**src/rtl/serial_add_ctrl.sv**
```systemverilog
// Bit-serial adder sequencer: feeds one external 1-bit full adder LSB first,
// one bit per clock, and collects the sum bits and final carry.
module serial_add_ctrl #(
  parameter int WIDTH = 8
) (
  input  logic             clk,
  input  logic             rst,
  input  logic             start,
  input  logic [WIDTH-1:0] op_a,
  input  logic [WIDTH-1:0] op_b,
  input  logic             cin,
  output logic             busy,
  output logic             done,
  output logic [WIDTH-1:0] sum,
  output logic             cout,
  output logic             fa_a,
  output logic             fa_b,
  output logic             fa_ci,
  input  logic             fa_s,
  input  logic             fa_co
);

  localparam int CNT_W = (WIDTH > 1) ? $clog2(WIDTH) : 1;
  localparam logic [CNT_W-1:0] LAST = CNT_W'(WIDTH - 1);

  typedef enum logic [1:0] {
    IDLE = 2'd0,
    RUN  = 2'd1,
    DONE = 2'd2
  } state_t;

  state_t           state;
  logic [WIDTH-1:0] a_sh;
  logic [WIDTH-1:0] b_sh;
  logic [WIDTH-1:0] sum_sh;
  logic             carry_q;
  logic [CNT_W-1:0] cnt;

  // The adder only ever sees registered state, so start/op_* never reach fa_*.
  assign fa_a  = (state == RUN) & a_sh[0];
  assign fa_b  = (state == RUN) & b_sh[0];
  assign fa_ci = (state == RUN) & carry_q;

  always_ff @(posedge clk) begin
    if (rst) begin
      state   <= IDLE;
      busy    <= 1'b0;
      done    <= 1'b0;
      sum     <= '0;
      cout    <= 1'b0;
      a_sh    <= '0;
      b_sh    <= '0;
      sum_sh  <= '0;
      carry_q <= 1'b0;
      cnt     <= '0;
    end else begin
      case (state)
        IDLE: begin
          if (start) begin
            a_sh    <= op_a;
            b_sh    <= op_b;
            carry_q <= cin;
            sum_sh  <= '0;
            cnt     <= '0;
            busy    <= 1'b1;
            state   <= RUN;
          end
        end
        RUN: begin
          sum_sh  <= {fa_s, sum_sh[WIDTH-1:1]};
          carry_q <= fa_co;
          a_sh    <= a_sh >> 1;
          b_sh    <= b_sh >> 1;
          // The last sum bit goes straight into the result, bypassing sum_sh.
          if (cnt == LAST) begin
            sum   <= {fa_s, sum_sh[WIDTH-1:1]};
            cout  <= fa_co;
            done  <= 1'b1;
            state <= DONE;
          end else begin
            cnt <= cnt + CNT_W'(1);
          end
        end
        DONE: begin
          done  <= 1'b0;
          busy  <= 1'b0;
          state <= IDLE;
        end
        default: begin
          done  <= 1'b0;
          busy  <= 1'b0;
          state <= IDLE;
        end
      endcase
    end
  end

endmodule

```
**config.mk**
```make
export PLATFORM = sky130hd
export DESIGN_NAME = serial_add_ctrl
export DESIGN_NICKNAME = d
export VERILOG_FILES = /design/src/rtl/serial_add_ctrl.sv
export SDC_FILE = /design/constraint.sdc
export NUM_CORES = 1
export LEC_CHECK = 0
export CAP_MARGIN = 20
export CORE_MARGIN = 4
export CORE_UTILIZATION = 35
export CTS_CLUSTER_DIAMETER = 120
export DETAILED_ROUTE_END_ITERATION = 12
export SLEW_MARGIN = 25
export SYNTH_ARGS = -nofsm -noshare
export SYNTH_HDL_FRONTEND = slang
export SYNTH_SLANG_ARGS = --single-unit
```
**constraint.sdc**
```tcl
create_clock -name clk -period 3.4 [get_ports clk]
set_input_delay 0.34 -clock clk [delete_from_list [all_inputs] [get_ports clk]]
set_output_delay 0.34 -clock clk [all_outputs]
set_load 0.05 [all_outputs]
```
==> qor.txt, run 1 <==
CTS tree - done
Distinct cells, synth - 30
num rows - 25
Worst-path clk slew - 0.07 ns
Post-CTS Resized - 0
crit path max-delay cell type - nor2b_1
Port Buffers - 35
Min-Delay Path Class - reg -> reg
number of enable flip-flop cells after synthesis - 0
Cell Pwr Density - 436 nW/um2
TritonCTS Buffers - 5
switching power - 0.234 mW
switching share of total power - 25.3%
Crit. End Element - output port
fmax - 501 MHz
GP Congestion - 0.748
worst-path cell chain - buf_4, nor2b_1, and2_1, buf_12
Rel. slew slack - 55.3%
Syn-to-layout area delta - 25.4%
Clock Path Buffers - 2
Starting Density - 36.0%
crit path buf inv count - 2
Total Wirelength - 3.29 mm
CTS sink cnt - 40
Via density - 5.01
Crit path max-delay family - simple AND/OR/NAND/NOR gates
die height - 77.5 um
Die W - 77.5 um
Cell Area, Synth - 1690 um2
asr flop ratio synth - 0%
max-cap violation count - 0
GR Layer Usage met2 - 18.5%
part of the Yosys area used for sequential elements - 47.4%
DRT iter0 DRCs - 82
first-pass GRT wire length - 5.62 mm
largest net degree at the start of global routing - 34
vias - 1302
crit path DAT - 1.65 ns
register area - 801 um2
Detail Route Antenna Nets - 0
area taken by multi-input logic gates - 777 um2
Slew @ Worst Pin - 0.671 ns
DR DRC count - 0
worst-path maximum fanout - 23
max incr delay on CP - 0.36 ns
clk_skew - 0.00497 ns
Layout fillers - 468
RSZ-0062 raised after global routing - no
Congestion Overflow GR - 0
I/O pin cnt - 36
GR Util met1 - 14.9%
final HPWL from detailed placement - 2.23 mm
most used routing layer - met2
power share of the combinational group - 13.7%
run status - completed
number of antenna diodes - 0
Synth warnings - 0
Fin. Hold Viols - 0
Clk pwr share - 32.2%
Sequential Power Share - 54.1%
Clk Latency, worst-skew pair - 0.29 ns
fraction of layout cells with a size suffix above 1 - 13.1%
antenna violations before repair - 0
drt wl/cell - 12.6 um
Post-Syn Instances - 175
Die ar. - 6010 um2
Mapped Nets - 199
Tot GR Track Use - 12.0%
iteration count of the initial detailed-routing pass - 4
clk root buf - clkbuf_8
CP Class - reg -> out
setup violators final - 0
worst vdd ir - 0.186 mV
hold_buf cts - 0
grt met3 use - 2.78%
CP Data Required Time - 3.06 ns
Final Cycle Share - 58.7%
synthesized flop and latch total - 40
number of global-route vias before repair - 1244
critical path startpoint category - register
Static Leak - 0.782 nW
Slew Viols, Final - 0
syn_area_per_cell - 9.66 um2
H-tree depth - 2
Post-CTS Setup Inserts - 0
Main synth FF type - dfxtp_1
Final Critical Period - 1.99 ns
Hold Slack - 0.456 ns
internal power - 0.690 mW
Setup TNS Final - 0 ns
Final #Nets - 230
core area - 4690 um2
==> metrics by stage <==
stage	instance area [um2]	utilization [%]	power (mW)	instances	setup WS (ns)
floorplan	1690	-	0.598	175	1.82
global placement	2040	43.5	0.638	253	1.19
detailed placement	2040	43.5	0.638	253	1.16
CTS	2120	45.2	0.940	260	1.35
global route	2120	45.2	0.966	260	1.26
finish	2120	45.2	0.924	260	1.41
==> cells in the mapped netlist (all sizes together) (2+ instances only) <==
master  instances  area [um2]
a211oi         14         155
dfxtp          40         801
ha              2        25.0
a22oi           7        52.6
inv             3        11.3
mux2i          14         140
nand2          11        41.3
nor3            2        10.0
nand3           9        45.0
a21oi          16        83.8
o21ai           2        10.0
buf            13        93.8
clkbuf          2        7.51
nor2           25        93.8
nand4           2        12.5
a22o            2        17.5
and2            3        18.8
==> power by group through the flow <==
stage | Sequential, mW | Combinational [mW] | Clock, mW
4_1_cts | 0.499 | 0.129 | 0.312
2_1_floorplan | 0.512 | 0.0866 | 0
6_report | 0.499 | 0.127 | 0.298
3_5_place_dp | 0.510 | 0.128 | 0
5_1_grt | 0.502 | 0.139 | 0.325
3_3_place_gp | 0.510 | 0.128 | 0
==> worst min-delay path: stages (launching register included) <==
cell and delay (ns):
dfxtp_1 0.31, nand2_1 0.05, a21oi_1 0.05
==> kinds of logic after synthesis <==
family	share of synthesized area [%]
fa+ha+maj	1.48
buf+inv	6.66
flops	47.4
simple gates	14.7
compound gates	20.8
mux	8.96
==> layout by cell type (no fill, tap or decap), types with 3 or more instances in the layout <==
cell type        Yosys  routed
a211oi_1             4       4
a211oi_2            10      10
a21oi_1             15      15
a22oi_1              7       7
and2_1               3       3
buf_4                2       6
clkbuf_8             0       5
clkdlybuf4s50_1      0      32
dfxtp_1             40      40
inv_1                3       3
mux2i_1             14      14
nand2_1             11      11
nand3_1              9       9
nor2_1              25      25
==> flip-flops by register name, indices dropped and copies added (netlist names) <==
name,flops
busy,1
sum_sh,7
done,1
a_sh,8
state,2
cout,1
b_sh,8
carry_q,1
sum,8
cnt,3
==> routing by layer <==
layer  wire [um]  vias to the layer above
met5           0                        -
met4         104                        0
met3         100                        8
met2        1490                       20
met1        1600                      594
li1            -                      680
==> layout make-up <==
class | instances | area share [%]
inverters | 3 | 0.531
clock buffers | 6 | 3.42
multi-input cells | 117 | 36.7
clock inverters | 1 | 0.236
flip-flops and latches | 40 | 37.8
repair buffers | 39 | 18.2
well taps | 54 | 3.19
==> worst paths after layout <==
| check | start | end | slack, ns | depth (start not counted) |
|---|---|---|---|---|
| max | state[0]$_SDFFE_PP0P_ | fa_b | 1.41 | 4 |
| min | sum[2]$_SDFFE_PP0P_ | sum[2]$_SDFFE_PP0P_ | 0.46 | 2 |
| max reg2reg | state[0]$_SDFFE_PP0P_ | a_sh[0]$_SDFFE_PP0P_ | 1.50 | 5 |
| min reg2reg | sum[2]$_SDFFE_PP0P_ | sum[2]$_SDFFE_PP0P_ | 0.46 | 2 |
(Power assumes the default switching activity.)
==> inputs of run 2 (changes only) <==
==> constraint.sdc (replaced) <==
create_clock -name clk -period 1.65 [get_ports clk]
set_input_delay 0.165 -clock clk [delete_from_list [all_inputs] [get_ports clk]]
set_output_delay 0.165 -clock clk [all_outputs]
set_load 0.05 [all_outputs]
==> run 2 against run 1 <==
  * Register-to-register slack worse by 1.2 ns
  * Global-route usage is 0.074 points higher
  * Clock skew hardly changed
  * Die area stayed put
  * Flip-flop and latch count stayed put
  * Hold slack worse by 0.00099 ns
  * Wire length is 3.6% higher
  * Core utilization is 2.0 points higher
==> qor.txt, run 2 (synthesis gave the netlist of run 1 again) <==
crit path max-delay cell type - clkdlybuf4s50_1 (was nor2b_1)
fmax - 626 MHz
Total Wirelength - 3.41 mm (was 3.29 mm)
crit path to - sum[6] (was fa_b)
Crit. End Element - output port (unchanged)
antenna violations before repair - 0 (unchanged)
TritonCTS Buffers - 5 (unchanged)
Min-Delay Path Class - reg -> reg (unchanged)
area taken by multi-input logic gates - 779 um2 (was 777 um2)
H-tree depth - 2 (unchanged)
Layout fillers - 463 (was 468)
clk_skew - 0.00531 ns (was 0.00497 ns)
Final Cycle Share - 96.9%
Crit path max-delay family - buffers and inverters (was simple AND/OR/NAND/NOR gates)
r2r endpoint - cnt[0]$_SDFFE_PP0P_ (was a_sh[0]$_SDFFE_PP0P_)
drt wl/cell - 12.8 um (was 12.6 um)
Die W - 77.5 um (unchanged)
Congestion Overflow GR - 0 (unchanged)
CP Class - reg -> out (unchanged)
Tot GR Track Use - 12.1% (was 12.0%)
Clk pwr share - 33.6% (was 32.2%)
max incr delay on CP - 0.81 ns (was 0.36 ns)
Syn-to-layout area delta - 31.0% (was 25.4%)
largest net degree at the start of global routing - 29 (was 34)
num rows - 25 (unchanged)
crit path buf inv count - 1 (was 2)
Final Critical Period - 1.60 ns
Via density - 4.95 (was 5.01)
stages on the worst setup path - 1 (was 4)
Clock Path Buffers - 2 (unchanged)
Slew @ Worst Pin - 0.500 ns (was 0.671 ns)
GP Congestion - 0.796 (was 0.748)
clk root buf - clkbuf_8 (unchanged)
first-pass GRT wire length - 5.85 mm (was 5.62 mm)
CP startpoint - sum[6]$_SDFFE_PP0P_ (was state[0]$_SDFFE_PP0P_)
CTS tree - done (unchanged)
commonest non-fill, non-tap cell in the layout - dfxtp_1 (unchanged)
core area - 4690 um2 (unchanged)
Layout Cell Area excl Fill - 2210 um2 (was 2120 um2)
Die ar. - 6010 um2 (unchanged)
internal power - 1.49 mW (was 0.690 mW)
vias - 1317 (was 1302)
final HPWL from detailed placement - 2.39 mm (was 2.23 mm)
Rel. slew slack - 66.5% (was 55.3%)
Reg2Reg Setup Slack - 0.27 ns (was 1.50 ns)
crit path DAT - 1.43 ns (was 1.65 ns)
Detail Route Antenna Nets - 0 (unchanged)
registers with the most flip-flops - a_sh (8), b_sh (8), sum (8) (unchanged)
CTS sink cnt - 40 (unchanged)
critical path startpoint category - register (unchanged)
setup violators final - 0 (unchanged)
fraction of layout cells with a size suffix above 1 - 18.4% (was 13.1%)
hold_buf cts - 0 (unchanged)
reg2reg path depth - 4 (was 5)
I/O pin cnt - 36 (unchanged)
Slew Viols, Final - 0 (unchanged)
FF-to-FF Start - cnt[0]$_SDFFE_PP0P_ (was state[0]$_SDFFE_PP0P_)
number of antenna diodes - 0 (unchanged)
iteration count of the initial detailed-routing pass - 4 (unchanged)
number of global-route vias before repair - 1281 (was 1244)
Cell Pwr Density - 892 nW/um2 (was 436 nW/um2)
DRT iter0 DRCs - 97 (was 82)
DR DRC count - 0 (unchanged)
most frequent cells in the layout - dfxtp_1 (40), clkdlybuf4s50_1 (28), nor2_1 (25) (was dfxtp_1 (40), clkdlybuf4s50_1 (32), nor2_1 (25))
Clk Latency, worst-skew pair - 0.29 ns (about the same)
Sequential Power Share - 52.2% (was 54.1%)
Worst-path clk slew - 0.08 ns (was 0.07 ns)
die height - 77.5 um (unchanged)
switching power - 0.490 mW (was 0.234 mW)
register area - 801 um2 (unchanged)
max-cap violation count - 0 (unchanged)
Port Buffers - 35 (unchanged)
switching share of total power - 24.8% (was 25.3%)
worst vdd ir - 0.293 mV (was 0.186 mV)
CP Data Required Time - 1.48 ns (was 3.06 ns)
DP Area - 2110 um2 (was 2040 um2)
Fin. Hold Viols - 0 (unchanged)
Static Leak - 0.841 nW (was 0.782 nW)
Starting Density - 36.0% (unchanged)
worst-path maximum fanout - 2 (was 23)
power share of the combinational group - 14.2% (was 13.7%)
RSZ-0062 raised after global routing - no (unchanged)
worst-path cell chain - clkdlybuf4s50_1 (was buf_4, nor2b_1, and2_1, buf_12)
run status - completed (unchanged)
Final #Nets - 235 (was 230)
Setup TNS Final - 0 ns (unchanged)
-- run 2: changes by cell type in the layout (fill, tap and decap cells not counted), sizes merged --
cell           change
buf                +9
clkinv             +1
clkdlybuf4s50      -4
-- run 2: through the flow --
stage / setup WS, ns / power [mW] / cells / utilization [%] / hold WS (ns)
floorplan: 0.249 / 1.23 / 175 / - / 0.313
global placement: 0.179 / 1.34 / 257 / 45.0 / 0.444
detailed placement: 0.0928 / 1.34 / 257 / 45.0 / 0.450
CTS: 0.0373 / 2.00 / 265 / 47.0 / 0.457
global route: 0.00856 / 2.06 / 266 / 47.2 / 0.491
finish: 0.0516 / 1.98 / 266 / 47.2 / 0.455
-- run 2: final cells by class --
type / count / share of cell area (%)
clock inverter: 2 / 0.452
inverter: 3 / 0.508
multi-input combinational: 117 / 35.2
sequential: 40 / 36.2
timing repair buffer: 44 / 20.9
clock buffer: 6 / 3.73
tap: 54 / 3.05
-- run 2: worst min-delay path by stage --
stage	start	end	slack (ns)	cells after the start
2_1_floorplan	fa_co	cout$_SDFFE_PP0P_	0.31	2
3_3_place_gp	sum[3]$_SDFFE_PP0P_	sum[3]$_SDFFE_PP0P_	0.44	2
3_5_place_dp	sum[1]$_SDFFE_PP0P_	sum[1]$_SDFFE_PP0P_	0.45	2
4_1_cts	sum[1]$_SDFFE_PP0P_	sum[1]$_SDFFE_PP0P_	0.46	2
5_1_grt	cout$_SDFFE_PP0P_	cout$_SDFFE_PP0P_	0.49	2
6_report	sum[1]$_SDFFE_PP0P_	sum[1]$_SDFFE_PP0P_	0.46	2
-- run 2: what timing repair did --
action,CTS,global route
pin swaps,0,1
resized for setup,1,0
buffers inserted,0,1
endpoints found under the setup margin,3,10
-- run 2: worst reg2reg max path, cell delays in order, from the launching register on --
cell and delay [ns]:
dfxtp_1 0.32, ha_1 0.20, ha_1 0.28, nor3_1 0.33, mux2_2 0.21
-- run 2: power by group through the flow --
stage                     logic (mW)  registers [mW]  clock network, mW
after CTS                      0.286            1.03              0.684
after global placement         0.282            1.05                  0
after detailed placement       0.284            1.05                  0
after floorplan                0.178            1.05                  0
final                          0.281            1.03              0.664
after global routing           0.309            1.04              0.718
-- run 2: routing by layer --
metal  wire length, um  up-vias  share of wire [%]  track usage (%)
li1                  -      685                  -                -
met1              1650      604                 48             15.0
met2              1590       22                 47             19.7
met3               123        6                3.6             3.71
met4                51        0                1.5             4.27
met5                 0        -                  0                0
==> inputs of run 3 (changes only) <==
--- a/config.mk
+++ b/config.mk
@@ -6,10 +6,11 @@
 export NUM_CORES = 1
 export LEC_CHECK = 0
 export CAP_MARGIN = 20
-export CORE_MARGIN = 4
-export CORE_UTILIZATION = 35
+export CORE_MARGIN = 5
+export CORE_UTILIZATION = 40
 export CTS_CLUSTER_DIAMETER = 120
 export DETAILED_ROUTE_END_ITERATION = 12
+export PLACE_DENSITY = 0.68
 export SLEW_MARGIN = 25
 export SYNTH_ARGS = -nofsm -noshare
 export SYNTH_HDL_FRONTEND = slang
==> run 3 against run 2 <==
  * Via count rose by 3.0%
  * Global-route usage increased by 2.2 points
  * Hold slack better by 0.0049 ns
  * Power rose by 0.17%
  * Largest power group unchanged
  * Critical path type unchanged
  * Clock power hardly changed
  * Maximum frequency is 0.19% higher
  * Final cell count fell by 1.5%
  * Sequential share of layout area up 0.58 points
  * Highest routed layer unchanged
  * Non-clock buffer count unchanged
  * Critical endpoint is now busy
==> qor.txt, run 3 (synthesis gave the netlist of run 1 again) <==
run status - completed (unchanged)
most frequent cells in the layout - dfxtp_1 (39), nor2_1 (25), clkdlybuf4s50_1 (22) (was dfxtp_1 (40), clkdlybuf4s50_1 (28), nor2_1 (25))
fraction of layout cells with a size suffix above 1 - 21.7% (was 18.4%)
antenna violations before repair - 0 (unchanged)
Layout fillers - 367 (was 463)
Final Critical Period - 1.60 ns (about the same)
CTS tree - done (unchanged)
registers with the most flip-flops - a_sh (8), b_sh (8), sum (8) (unchanged)
Static Leak - 0.850 nW (was 0.841 nW)
number of antenna diodes - 0 (unchanged)
H-tree depth - 2 (unchanged)
Slew @ Worst Pin - 0.494 ns (was 0.500 ns)
final HPWL from detailed placement - 2.58 mm (was 2.39 mm)
max incr delay on CP - 0.80 ns (was 0.81 ns)
worst-path cell chain - clkdlybuf4s50_1 (unchanged)
Starting Density - 41.7% (was 36.0%)
Die W - 75.0 um (was 77.5 um)
critical path startpoint category - register (unchanged)
crit path max-delay cell type - clkdlybuf4s50_1 (unchanged)
Final #Nets - 235 (unchanged)
Total Wirelength - 3.55 mm (was 3.41 mm)
Via density - 5.18 (was 4.95)
max-cap violation count - 0 (unchanged)
DRT iter0 DRCs - 54 (was 97)
Cell Pwr Density - 907 nW/um2 (was 892 nW/um2)
Worst-path clk slew - 0.08 ns (about the same)
Clk Latency, worst-skew pair - 0.29 ns (about the same)
Tot GR Track Use - 14.2% (was 12.1%)
Fin. Hold Viols - 0 (unchanged)
hold_buf cts - 0 (unchanged)
area taken by multi-input logic gates - 779 um2 (unchanged)
clk_skew - 0.00743 ns (was 0.00531 ns)
largest net degree at the start of global routing - 29 (unchanged)
reg2reg path depth - 5 (was 4)
Hold Slack - 0.460 ns (was 0.455 ns)
Crit path max-delay family - buffers and inverters (unchanged)
Rel. slew slack - 67.0% (was 66.5%)
core area - 4060 um2 (was 4690 um2)
CP Data Required Time - 1.48 ns (about the same)
DR DRC count - 0 (unchanged)
register area - 802 um2 (was 801 um2)
iteration count of the initial detailed-routing pass - 4 (unchanged)
I/O pin cnt - 36 (unchanged)
Hold Path Stages - 2 (unchanged)
RSZ-0062 raised after global routing - no (unchanged)
Die ar. - 5630 um2 (was 6010 um2)
worst-path maximum fanout - 2 (unchanged)
CP Class - reg -> out (unchanged)
placed insts - 254 (was 257)
Setup TNS Final - 0 ns (unchanged)
crit path buf inv count - 1 (unchanged)
Endpoint, Worst Hold - cout$_SDFFE_PP0P_ (was sum[1]$_SDFFE_PP0P_)
clk root buf - clkbuf_8 (unchanged)
setup violators final - 0 (unchanged)
CTS sink cnt - 40 (unchanged)
FF-to-FF Start - cnt[0]$_SDFFE_PP0P_ (unchanged)
commonest non-fill, non-tap cell in the layout - dfxtp_1 (unchanged)
Post-Layout Cell Count - 262 (was 266)
min-delay src - cout$_SDFFE_PP0P_ (was sum[1]$_SDFFE_PP0P_)
first-pass GRT wire length - 6.00 mm (was 5.85 mm)
Congestion Overflow GR - 0 (unchanged)
worst vdd ir - 0.504 mV (was 0.293 mV)
Detail Route Antenna Nets - 0 (unchanged)
vias - 1357 (was 1317)
Port Buffers - 35 (unchanged)
die height - 75.0 um (was 77.5 um)
Reg2Reg Setup Slack - 0.21 ns (was 0.27 ns)
TritonCTS Buffers - 5 (unchanged)
num rows - 23 (was 25)
Syn-to-layout area delta - 29.2% (was 31.0%)
crit path DAT - 1.43 ns (about the same)
Crit. End Element - output port (unchanged)
Clock Path Buffers - 2 (unchanged)
Slew Viols, Final - 0 (unchanged)
drt wl/cell - 13.5 um (was 12.8 um)
r2r endpoint - sum[5]$_SDFFE_PP0P_ (was cnt[0]$_SDFFE_PP0P_)
number of global-route vias before repair - 1322 (was 1281)
Final Cycle Share - 96.7% (was 96.9%)
total power - 1.98 mW (about the same)
Min-Delay Path Class - reg -> reg (unchanged)
fmax - 627 MHz (was 626 MHz)
GP Congestion - 0.788 (was 0.796)
-- run 3: report_power, final --
group | switching (mW) | internal (mW) | leakage, nW
clock | 0.334 | 0.333 | 0.0510
combinational | 0.137 | 0.142 | 0.471
sequential | 0.0252 | 1.01 | 0.327
-- run 3: layer usage --
| metal | wire (um) | vias up | global-route usage, % | part of all wire, % |
|---|---|---|---|---|
| li1 | - | 686 | - | - |
| met1 | 1540 | 632 | 17.5 | 44 |
| met2 | 1720 | 28 | 22.1 | 49 |
| met5 | 0 | - | 0 | 0 |
| met4 | 112 | 0 | 8.30 | 3.2 |
| met3 | 166 | 11 | 4.14 | 4.7 |
-- run 3: how the worst max path moves through the flow --
| stage | slack (ns) | end | cells after the start | startpoint |
|---|---|---|---|---|
| global placement | 0.26 | sum[3]$_SDFFE_PP0P_ | 5 | cnt[0]$_SDFFE_PP0P_ |
| global route | 0.01 | busy | 1 | busy$_SDFFE_PP0P_ |
| finish | 0.05 | busy | 1 | busy$_SDFFE_PP0P_ |
| floorplan | 0.25 | fa_a | 5 | state[1]$_SDFFE_PP0P_ |
| CTS | 0.04 | busy | 1 | busy$_SDFFE_PP0P_ |
| detailed placement | 0.22 | sum[5]$_SDFFE_PP0P_ | 5 | cnt[0]$_SDFFE_PP0P_ |
-- run 3: repair_timing --
action / in CTS / in global routing
setup buffers: 0 / 0
setup endpoints to repair: 3 / 3
gates resized for setup: 1 / 1
-- run 3: through the flow --
stage               cell area (um2)  utilization, %  worst slack [ns]
floorplan                      1690               -             0.249
global placement               2090            51.4             0.262
detailed placement             2090            51.4             0.215
CTS                            2180            53.8            0.0356
global route                   2180            53.8            0.0100
finish                         2180            53.8            0.0546
-- run 3: layout make-up --
class,count,share of cell area (%)
clock buffer,6,3.78
clock inverter,2,0.458
inverter,3,0.516
multi-input combinational,117,35.7
sequential,40,36.7
tap,50,2.87
timing repair buffer,44,19.9
